`src/rtl/if_pkg.sv`:
```
// Shared word type, constants, output bundle and PC alignment helper for the
// instruction fetch front end.
package if_pkg;

  typedef logic [31:0] word_t;

  localparam word_t IF_NOP_INSTR = 32'h0000_0013;
  localparam word_t IF_RESET_PC  = 32'h0000_0000;

  typedef struct packed {
    logic  valid;
    word_t pc;
    word_t instr;
    logic  pred_taken;
  } fetch_bundle_t;

  // Fetch addresses are always word aligned; low two bits of any target are dropped.
  function automatic word_t align_pc(input word_t addr);
    return addr & ~32'h0000_0003;
  endfunction

endpackage

```
`src/rtl/if_fetch_unit_if.sv`:
```
// Instruction-memory and IF -> IF/ID signals of the fetch unit.
// IF_PERF_CNT_EN adds the fetch/bubble counter outputs.
interface if_fetch_unit_if;
  import if_pkg::*;

  logic  i_stall;
  logic  i_redirect_valid;
  word_t i_redirect_pc;
  logic  i_pred_taken;
  word_t i_pred_target;
  logic  o_imem_req;
  word_t o_imem_addr;
  word_t i_imem_rdata;
  logic  o_valid;
  word_t o_pc;
  word_t o_instr;
  logic  o_pred_taken;
`ifdef IF_PERF_CNT_EN
  word_t o_fetch_cnt;
  word_t o_bubble_cnt;
`endif

  modport master (
    input  i_stall, i_redirect_valid, i_redirect_pc, i_pred_taken, i_pred_target,
    input  i_imem_rdata,
    output o_imem_req, o_imem_addr, o_valid, o_pc, o_instr, o_pred_taken
`ifdef IF_PERF_CNT_EN
    , output o_fetch_cnt, o_bubble_cnt
`endif
  );

  modport slave (
    output i_stall, i_redirect_valid, i_redirect_pc, i_pred_taken, i_pred_target,
    output i_imem_rdata,
    input  o_imem_req, o_imem_addr, o_valid, o_pc, o_instr, o_pred_taken
`ifdef IF_PERF_CNT_EN
    , input o_fetch_cnt, o_bubble_cnt
`endif
  );

endinterface

```
`src/rtl/if_hold_buffer.sv`:
```
// Stall buffer: captures the returning instruction on the first stall cycle and
// keeps presenting it until the stall releases; a redirect discards it.
module if_hold_buffer
  import if_pkg::*;
(
  input  logic  i_clk,
  input  logic  i_reset,
  input  logic  i_stall,
  input  logic  i_redirect,
  input  logic  i_f1_valid,
  input  word_t i_rdata,
  output logic  o_hold_valid,
  output word_t o_hold_instr
);

  always_ff @(posedge i_clk or posedge i_reset) begin
    if (i_reset) begin
      o_hold_valid <= 1'b0;
      o_hold_instr <= IF_NOP_INSTR;
    end else if (i_redirect) begin
      o_hold_valid <= 1'b0;
    end else if (i_stall) begin
      // memory data is only valid the cycle after a request, so grab it once
      if (!o_hold_valid && i_f1_valid) begin
        o_hold_valid <= 1'b1;
        o_hold_instr <= i_rdata;
      end
    end else begin
      o_hold_valid <= 1'b0;
    end
  end

endmodule

```
`src/rtl/if_fetch_unit.sv`:
```
// Instruction fetch front end: owns the PC, drives the synchronous imem and
// hands {valid, pc, instr, pred_taken} to IF/ID. IF_PERF_CNT_EN adds counters.
module if_fetch_unit
  import if_pkg::*;
#(
  parameter word_t RESET_PC  = IF_RESET_PC,
  parameter word_t NOP_INSTR = IF_NOP_INSTR
) (
  input logic           i_clk,
  input logic           i_reset,
  if_fetch_unit_if.master fe
);

  word_t         pc_q;
  word_t         pc_next;
  logic          f1_valid;
  word_t         f1_pc;
  logic          f1_pred;
  logic          hold_valid;
  word_t         hold_instr;
  fetch_bundle_t bundle;

  always_comb begin
    if (fe.i_redirect_valid)  pc_next = align_pc(fe.i_redirect_pc);
    else if (fe.i_stall)      pc_next = pc_q;
    else if (fe.i_pred_taken) pc_next = align_pc(fe.i_pred_target);
    else                      pc_next = pc_q + 32'd4;
  end

  always_ff @(posedge i_clk or posedge i_reset) begin
    if (i_reset) begin
      pc_q     <= RESET_PC;
      f1_valid <= 1'b0;
      f1_pc    <= RESET_PC;
      f1_pred  <= 1'b0;
    end else begin
      pc_q <= pc_next;
      if (fe.i_redirect_valid) begin
        f1_valid <= 1'b0;
      end else if (!fe.i_stall) begin
        f1_valid <= 1'b1;
        f1_pc    <= pc_q;
        f1_pred  <= fe.i_pred_taken;
      end
    end
  end

  if_hold_buffer u_hold (
    .i_clk        (i_clk),
    .i_reset      (i_reset),
    .i_stall      (fe.i_stall),
    .i_redirect   (fe.i_redirect_valid),
    .i_f1_valid   (f1_valid),
    .i_rdata      (fe.i_imem_rdata),
    .o_hold_valid (hold_valid),
    .o_hold_instr (hold_instr)
  );

  // A redirect kills the in-flight fetch in the same cycle it is resolved.
  always_comb begin
    bundle.valid      = f1_valid && !fe.i_redirect_valid;
    bundle.pc         = f1_pc;
    bundle.pred_taken = f1_pred;
    bundle.instr      = !bundle.valid ? NOP_INSTR
                        : (hold_valid ? hold_instr : fe.i_imem_rdata);
  end

  assign fe.o_imem_req   = !i_reset && (!fe.i_stall || fe.i_redirect_valid);
  assign fe.o_imem_addr  = pc_q;
  assign fe.o_valid      = bundle.valid;
  assign fe.o_pc         = bundle.pc;
  assign fe.o_instr      = bundle.instr;
  assign fe.o_pred_taken = bundle.pred_taken;

`ifdef IF_PERF_CNT_EN
  word_t fetch_cnt_q;
  word_t bubble_cnt_q;

  always_ff @(posedge i_clk or posedge i_reset) begin
    if (i_reset) begin
      fetch_cnt_q  <= '0;
      bubble_cnt_q <= '0;
    end else begin
      if (bundle.valid && !fe.i_stall) fetch_cnt_q <= fetch_cnt_q + 32'd1;
      if (!bundle.valid) bubble_cnt_q <= bubble_cnt_q + 32'd1;
    end
  end

  assign fe.o_fetch_cnt  = fetch_cnt_q;
  assign fe.o_bubble_cnt = bubble_cnt_q;
`endif

endmodule

```
`src/flat_wrapper.sv`:
```
// flat-port wrapper written by rule: the top's interface ports become plain ports
module if_fetch_unit_flat import if_pkg::*;
#(
  parameter word_t RESET_PC  = IF_RESET_PC,
  parameter word_t NOP_INSTR = IF_NOP_INSTR
)
  (i_clk, i_reset, fe_i_stall, fe_i_redirect_valid, fe_i_redirect_pc, fe_i_pred_taken, fe_i_pred_target, fe_i_imem_rdata, fe_o_imem_req, fe_o_imem_addr, fe_o_valid, fe_o_pc, fe_o_instr, fe_o_pred_taken);
  if_fetch_unit_if fe_i ();
  input logic i_clk;
  input logic i_reset;
  input wire logic [$bits(fe_i.i_stall)-1:0] fe_i_stall;
  input wire logic [$bits(fe_i.i_redirect_valid)-1:0] fe_i_redirect_valid;
  input wire logic [$bits(fe_i.i_redirect_pc)-1:0] fe_i_redirect_pc;
  input wire logic [$bits(fe_i.i_pred_taken)-1:0] fe_i_pred_taken;
  input wire logic [$bits(fe_i.i_pred_target)-1:0] fe_i_pred_target;
  input wire logic [$bits(fe_i.i_imem_rdata)-1:0] fe_i_imem_rdata;
  output wire logic [$bits(fe_i.o_imem_req)-1:0] fe_o_imem_req;
  output wire logic [$bits(fe_i.o_imem_addr)-1:0] fe_o_imem_addr;
  output wire logic [$bits(fe_i.o_valid)-1:0] fe_o_valid;
  output wire logic [$bits(fe_i.o_pc)-1:0] fe_o_pc;
  output wire logic [$bits(fe_i.o_instr)-1:0] fe_o_instr;
  output wire logic [$bits(fe_i.o_pred_taken)-1:0] fe_o_pred_taken;
  assign fe_i.i_stall = fe_i_stall;
  assign fe_i.i_redirect_valid = fe_i_redirect_valid;
  assign fe_i.i_redirect_pc = fe_i_redirect_pc;
  assign fe_i.i_pred_taken = fe_i_pred_taken;
  assign fe_i.i_pred_target = fe_i_pred_target;
  assign fe_i.i_imem_rdata = fe_i_imem_rdata;
  assign fe_o_imem_req = fe_i.o_imem_req;
  assign fe_o_imem_addr = fe_i.o_imem_addr;
  assign fe_o_valid = fe_i.o_valid;
  assign fe_o_pc = fe_i.o_pc;
  assign fe_o_instr = fe_i.o_instr;
  assign fe_o_pred_taken = fe_i.o_pred_taken;
  if_fetch_unit #(.RESET_PC(RESET_PC), .NOP_INSTR(NOP_INSTR)) u_core (.i_clk(i_clk), .i_reset(i_reset), .fe(fe_i));
endmodule
```
`config.mk`:
```
export PLATFORM = sky130hd
export DESIGN_NAME = if_fetch_unit_flat
export DESIGN_NICKNAME = d
export VERILOG_FILES = /design/src/rtl/if_pkg.sv /design/src/rtl/if_fetch_unit_if.sv /design/src/rtl/if_hold_buffer.sv /design/src/rtl/if_fetch_unit.sv /design/src/flat_wrapper.sv
export SDC_FILE = /design/constraint.sdc
export NUM_CORES = 1
export LEC_CHECK = 0
export CAP_MARGIN = 20
export CORE_MARGIN = 3
export CORE_UTILIZATION = 40
export DETAILED_ROUTE_END_ITERATION = 10
export PLACE_DENSITY = 0.77
export SETUP_SLACK_MARGIN = 0.05
export SYNTH_ARGS = -nofsm -noshare
export SYNTH_HDL_FRONTEND = slang
export SYNTH_SLANG_ARGS = --single-unit
```
`constraint.sdc`:
```
create_clock -name i_clk -period 4 [get_ports i_clk]
set_clock_uncertainty 0.15 [all_clocks]
set_input_delay 0.4 -clock i_clk [delete_from_list [all_inputs] [get_ports i_clk]]
set_output_delay 0.4 -clock i_clk [all_outputs]
set_load 0.03 [all_outputs]
```
-- Word level (Yosys, flattened, before mapping)
Index checks and enable logic that the tools add are counted.
- output and inout bits: 99
- input bits: 101
- bits in registers: 99
- equality and inequality tests: 2
- reduce and logical (&&, ||, !) cells: 10
- muxes and demuxes: 10
- bitwise logic cells: 2
- $add $sub $neg: 1
- operator list (cell ; count):
    $mux W32 ; 5
    $add A32 B3 Y32 const B ; 1
    $mux W1 ; 5
    $logic_not A1 Y1 ; 4
    $logic_and A1 B1 Y1 ; 3
    $ne A3 B1 Y1 const B ; 1
    $reduce_and A3 Y1 ; 1
    $ne A2 B1 Y1 const B ; 1
    $not A1 Y1 ; 2
    $reduce_and A2 Y1 ; 1
    $logic_or A1 B1 Y1 ; 1

-- Depth between registers and ports, before layout
- depth after elaboration: 5
- depth in mapped cells: 7
- depth with buffers taken out: 6

-- Hierarchy
Synthesis repeated with hierarchy kept, for this count alone.
- cell total of the unflattened synthesis: 485
- area, all modules: 5282.6 sq um
- by module, submodules not included (module ; area each (sq um) ; times used ; cells each):
    if_fetch_unit ; 3887.5 ; 1 ; 412
    if_hold_buffer ; 1395.1 ; 1 ; 73

-- Worst setup path before layout
OpenSTA, ideal clock, no wires.
- kind: reg2out
- start point: register u_core.u_hold.o_hold_valid
- end point: output port fe_o_instr[10]
- arrival: 1.614 ns
- data required time: 3.450 ns
- cell stages (with the launch flop): 5
- path slack: 1.836 ns
- cells stage by stage: dfrtp_1 clkbuf_1 buf_1 mux2i_1 nor2_1
- word-level cells in the longest chain between the ends: 2
- RTL lines (element ; RTL line ; text):
    start, declared ; if_hold_buffer.sv:12 ; output logic o_hold_valid,
    start signal, assigned ; if_hold_buffer.sv:18 ; o_hold_valid <= 1'b0;
    start signal, assigned ; if_hold_buffer.sv:21 ; o_hold_valid <= 1'b0;
    start signal, assigned ; if_hold_buffer.sv:25 ; o_hold_valid <= 1'b1;
    $mux W32 ; if_fetch_unit.sv:65 ; : (hold_valid ? hold_instr : fe.i_imem_rdata);
    $mux W32 ; if_fetch_unit.sv:64 ; bundle.instr = !bundle.valid ? NOP_INSTR
    end, declared ; flat_wrapper.sv:21 ; output wire logic [$bits(fe_i.o_instr)-1:0] fe_o_instr;
No other way between the ends.

-- Worst setup path in the final report
- start point: register u_core.f1_valid
- end point: output port fe_o_instr[4]
- word-level cells in the longest chain between the ends: 2
- RTL lines (element ; RTL line ; text):
    start, declared ; if_fetch_unit.sv:16 ; logic f1_valid;
    start signal, assigned ; if_fetch_unit.sv:33 ; f1_valid <= 1'b0;
    start signal, assigned ; if_fetch_unit.sv:39 ; f1_valid <= 1'b0;
    start signal, assigned ; if_fetch_unit.sv:41 ; f1_valid <= 1'b1;
    $logic_and A1 B1 Y1 ; if_fetch_unit.sv:61 ; bundle.valid = f1_valid && !fe.i_redirect_valid;
    $mux W32 ; if_fetch_unit.sv:64 ;
No other way between the ends.

==> results.json <==
{
  "criticalPathCategory": "reg2out",
  "firstDrtPassIters": 6,
  "leakagePower_uw": 0.00292,
  "worstPathArrival_ns": 2.47,
  "slowest_delay_ns": 0.70,
  "internal-power_uw": 2030,
  "clk_pin_slew_ns": 0.06,
  "syn_to_final_growth_pct": 44.7,
  "drt-initial-drc-count": 313,
  "post-cts-setup-buffers": 0,
  "clkLatencyLatePin_ns": 0.35,
  "p_sw_uw": 976,
  "grt_pass1_wl_um": 23900,
  "vias_per_cell": 5.20,
  "wire_per_inst_um": 17.3,
  "ys_ff_latch": 95,
  "dp.cells": 847,
  "met2_length_um": 7370,
  "met3WireLength_um": 807,
  "postSynthCellCount": 519,
  "hold_violations": 0,
  "drt-total-wl_um": 15000,
  "die_x_um": 119,
  "grt_max_degree": 78,
  "swShare_pct": 32.4,
  "cts_buffers": 9,
  "highest_layer": "met4",
  "drc": 0,
  "gp_congestion": 0.762,
  "antenna_found_initial": 0,
  "cp_slowest_cell": "nand2b_1",
  "dieHeight_um": 119,
  "cts_root_buf": "clkbuf_16",
  "dieArea_um2": 14300,
  "hold_class": "in2async",
  "rows": 40,
  "placeableCoreArea_um2": 12300,
  "io_pins": 200,
  "cts_tree": "done",
  "drive_gt1_share_pct": 14.5,
  "path_max_fanout": 25,
  "min_period_ns": 3.02,
  "synth_cell_type_count": 38,
  "utilization_pct": 60.6,
  "wl_met1_um": 6470,
  "clock_sinks": 95,
  "maxSlewHeadroom_pct": 33.5,
  "slew_violations": 0,
  "start_util_pct": 41.8,
  "vias": 4497,
  "h-tree-depth": 3,
  "cts_resized": 0,
  "holdBufCountCts": 0,
  "yosys_warnings": 0,
  "grt_overflow": 0,
  "yosysSeqAreaShare_pct": 46.2,
  "worstMarginPinSlew_ns": 0.997,
  "final_nets": 793,
  "required_ns": 3.45,
  "syn_area_um2": 5150,
  "instances_no_fill": 864,
  "n_antenna_cell": 0,
  "p_clk_share_pct": 26.0,
  "status": "finished, final reports clean",
  "final_antenna_net_count": 0,
  "critical_path_buf_inv_count": 2,
  "fmax_mhz": 331,
  "ir_drop_mv": 0.260,
  "cp-start-kind": "register",
  "fin_crit_sh_pct": 75.4,
  "grt_usage_pct": 21.0,
  "grt_setup_unrepaired": "false",
  "tns_ns": 0,
  "worst_path_dominant_cell_family": "buffers and inverters",
  "combPwrFrac_pct": 31.0,
  "seqPwrFrac_pct": 43.0,
  "critPathCaptureType": "output port",
  "setup_viol": 0,
  "clockBufferDepth": 2,
  "cap_viol_max_count": 0,
  "io_buffers": 191,
  "post-dp-hpwl_um": 10800,
  "grt_pass1_vias": 4577,
  "postSynthAreaPerCell_um2": 9.93,
  "powerDensity_nw_per_um2": 403,
  "path_cells": "nand2b_1 > inv_1 > nand2_1 > clkdlybuf4s50_1"
}
[stage by stage]
step	hold slack, ns	worst slack [ns]	cell area, um2	power (uW)
after floorplan	0.317	0.978	5160	1830
after global placement	0.329	1.17	7170	2210
after detailed placement	0.345	1.10	7170	2250
after CTS	0.360	0.966	7430	3040
after global routing	0.183	0.868	7460	3160
final	0.173	0.983	7460	3010
[power by group through the flow]
stage               Combinational (uW)  Sequential (uW)  Clock, uW
floorplan                          374             1450          0
global placement                   915             1300          0
detailed placement                 933             1310          0
CTS                                937             1300        803
global route                       989             1320        844
finish                             931             1290        782
[metal layers]
metal	GRT usage, %	vias up
li1	-	2172
met1	26.0	2158
met2	35.3	145
met3	5.18	22
met4	8.23	0
met5	0	-
[cell type report]
cell class / instances / area, um2
clock buffers: 13 / 240
clock inverters: 3 / 20.0
fillers: 1035 / 4850
inverters: 8 / 32.5
multi-input cells: 377 / 2580
flip-flops and latches: 95 / 2380
well taps: 168 / 210
repair buffers: 200 / 1990
[path summary, 6_finish.rpt]
path	from	to	slack, ns	depth (start not counted)
setup / recovery	u_core.f1_valid	fe_o_instr[4]	0.98	4
hold / removal	i_reset	u_core.fe.o_imem_addr[5]	0.17	2
setup reg to reg	u_core.f1_valid	u_core.u_hold.o_hold_instr[23]	1.35	5
hold reg to reg	u_core.fe.o_pc[13]	u_core.fe.o_pc[13]	0.36	1
max in group asynchronous	i_reset	u_core.fe.o_imem_addr[25]	2.66	4
min in group i_clk	u_core.fe.o_pc[13]	u_core.fe.o_pc[13]	0.36	1
[cells in the final DEF, fill, tap and decap left out, drive strengths merged, types with 10 or more instances in the layout]
master         count
a21oi             30
buf               11
clkbuf            13
clkdlybuf4s50    189
dfrtp             92
mux2              66
mux2i             34
nand2             57
nand4             11
nor2              63
nor3              10
o21ai             21
o221ai            17
xnor2             10
xor2              11
[cell usage after synthesis (all sizes together)]
master | n | area share, %
a211oi | 2 | 0.29
a21o | 1 | 0.15
a21oi | 30 | 2.9
a22oi | 2 | 0.29
a31oi | 4 | 0.49
and2 | 2 | 0.24
and3 | 2 | 0.24
and4 | 5 | 0.90
buf | 12 | 1.3
clkbuf | 30 | 2.2
conb | 1 | 0.073
dfrtp | 92 | 45
dfstp | 3 | 1.5
ha | 1 | 0.24
inv | 8 | 0.58
mux2 | 66 | 14
mux2i | 34 | 6.6
nand2 | 57 | 4.2
nand2b | 2 | 0.24
nand3 | 8 | 0.78
nand4 | 11 | 1.5
nor2 | 63 | 4.6
nor2b | 2 | 0.24
nor3 | 10 | 0.97
nor3b | 1 | 0.24
nor4 | 8 | 1.1
o21a | 2 | 0.29
o21ai | 21 | 2.0
o221ai | 17 | 2.9
or3 | 1 | 0.22
xnor2 | 10 | 1.7
xor2 | 11 | 1.9
[logic make-up (layout without fill, tap and decap cells)]
family	count (synthesis)	in the layout	synth area share [%]
multiplexers	100	100	21.0
other	1	4	0.0728
AND/OR/NAND/NOR	172	172	15.4
adder cells (fa/ha/maj)	1	1	0.243
AO/OA/AOI/OAI	79	79	9.35
buffers and inverters	50	224	4.15
XOR/XNOR	21	21	3.57
flip-flops	95	95	46.2
[flip-flops by register name, summed over array words and instances (netlist names)]
register / flops
u_core.f1_valid: 1
u_core.fe.o_pred_taken: 1
u_core.fe.o_pc: 30
u_core.u_hold.o_hold_instr: 32
u_core.fe.o_imem_addr: 30
u_core.u_hold.o_hold_valid: 1
[worst register-to-register path, cell delays in order (launching register included)]
cell and delay (ns):
dfrtp_1 0.35, nand2b_1 0.52, buf_4 0.40, nor3b_4 0.31
buf_4 0.41, mux2_2 0.40
(Power assumes the default switching activity.)
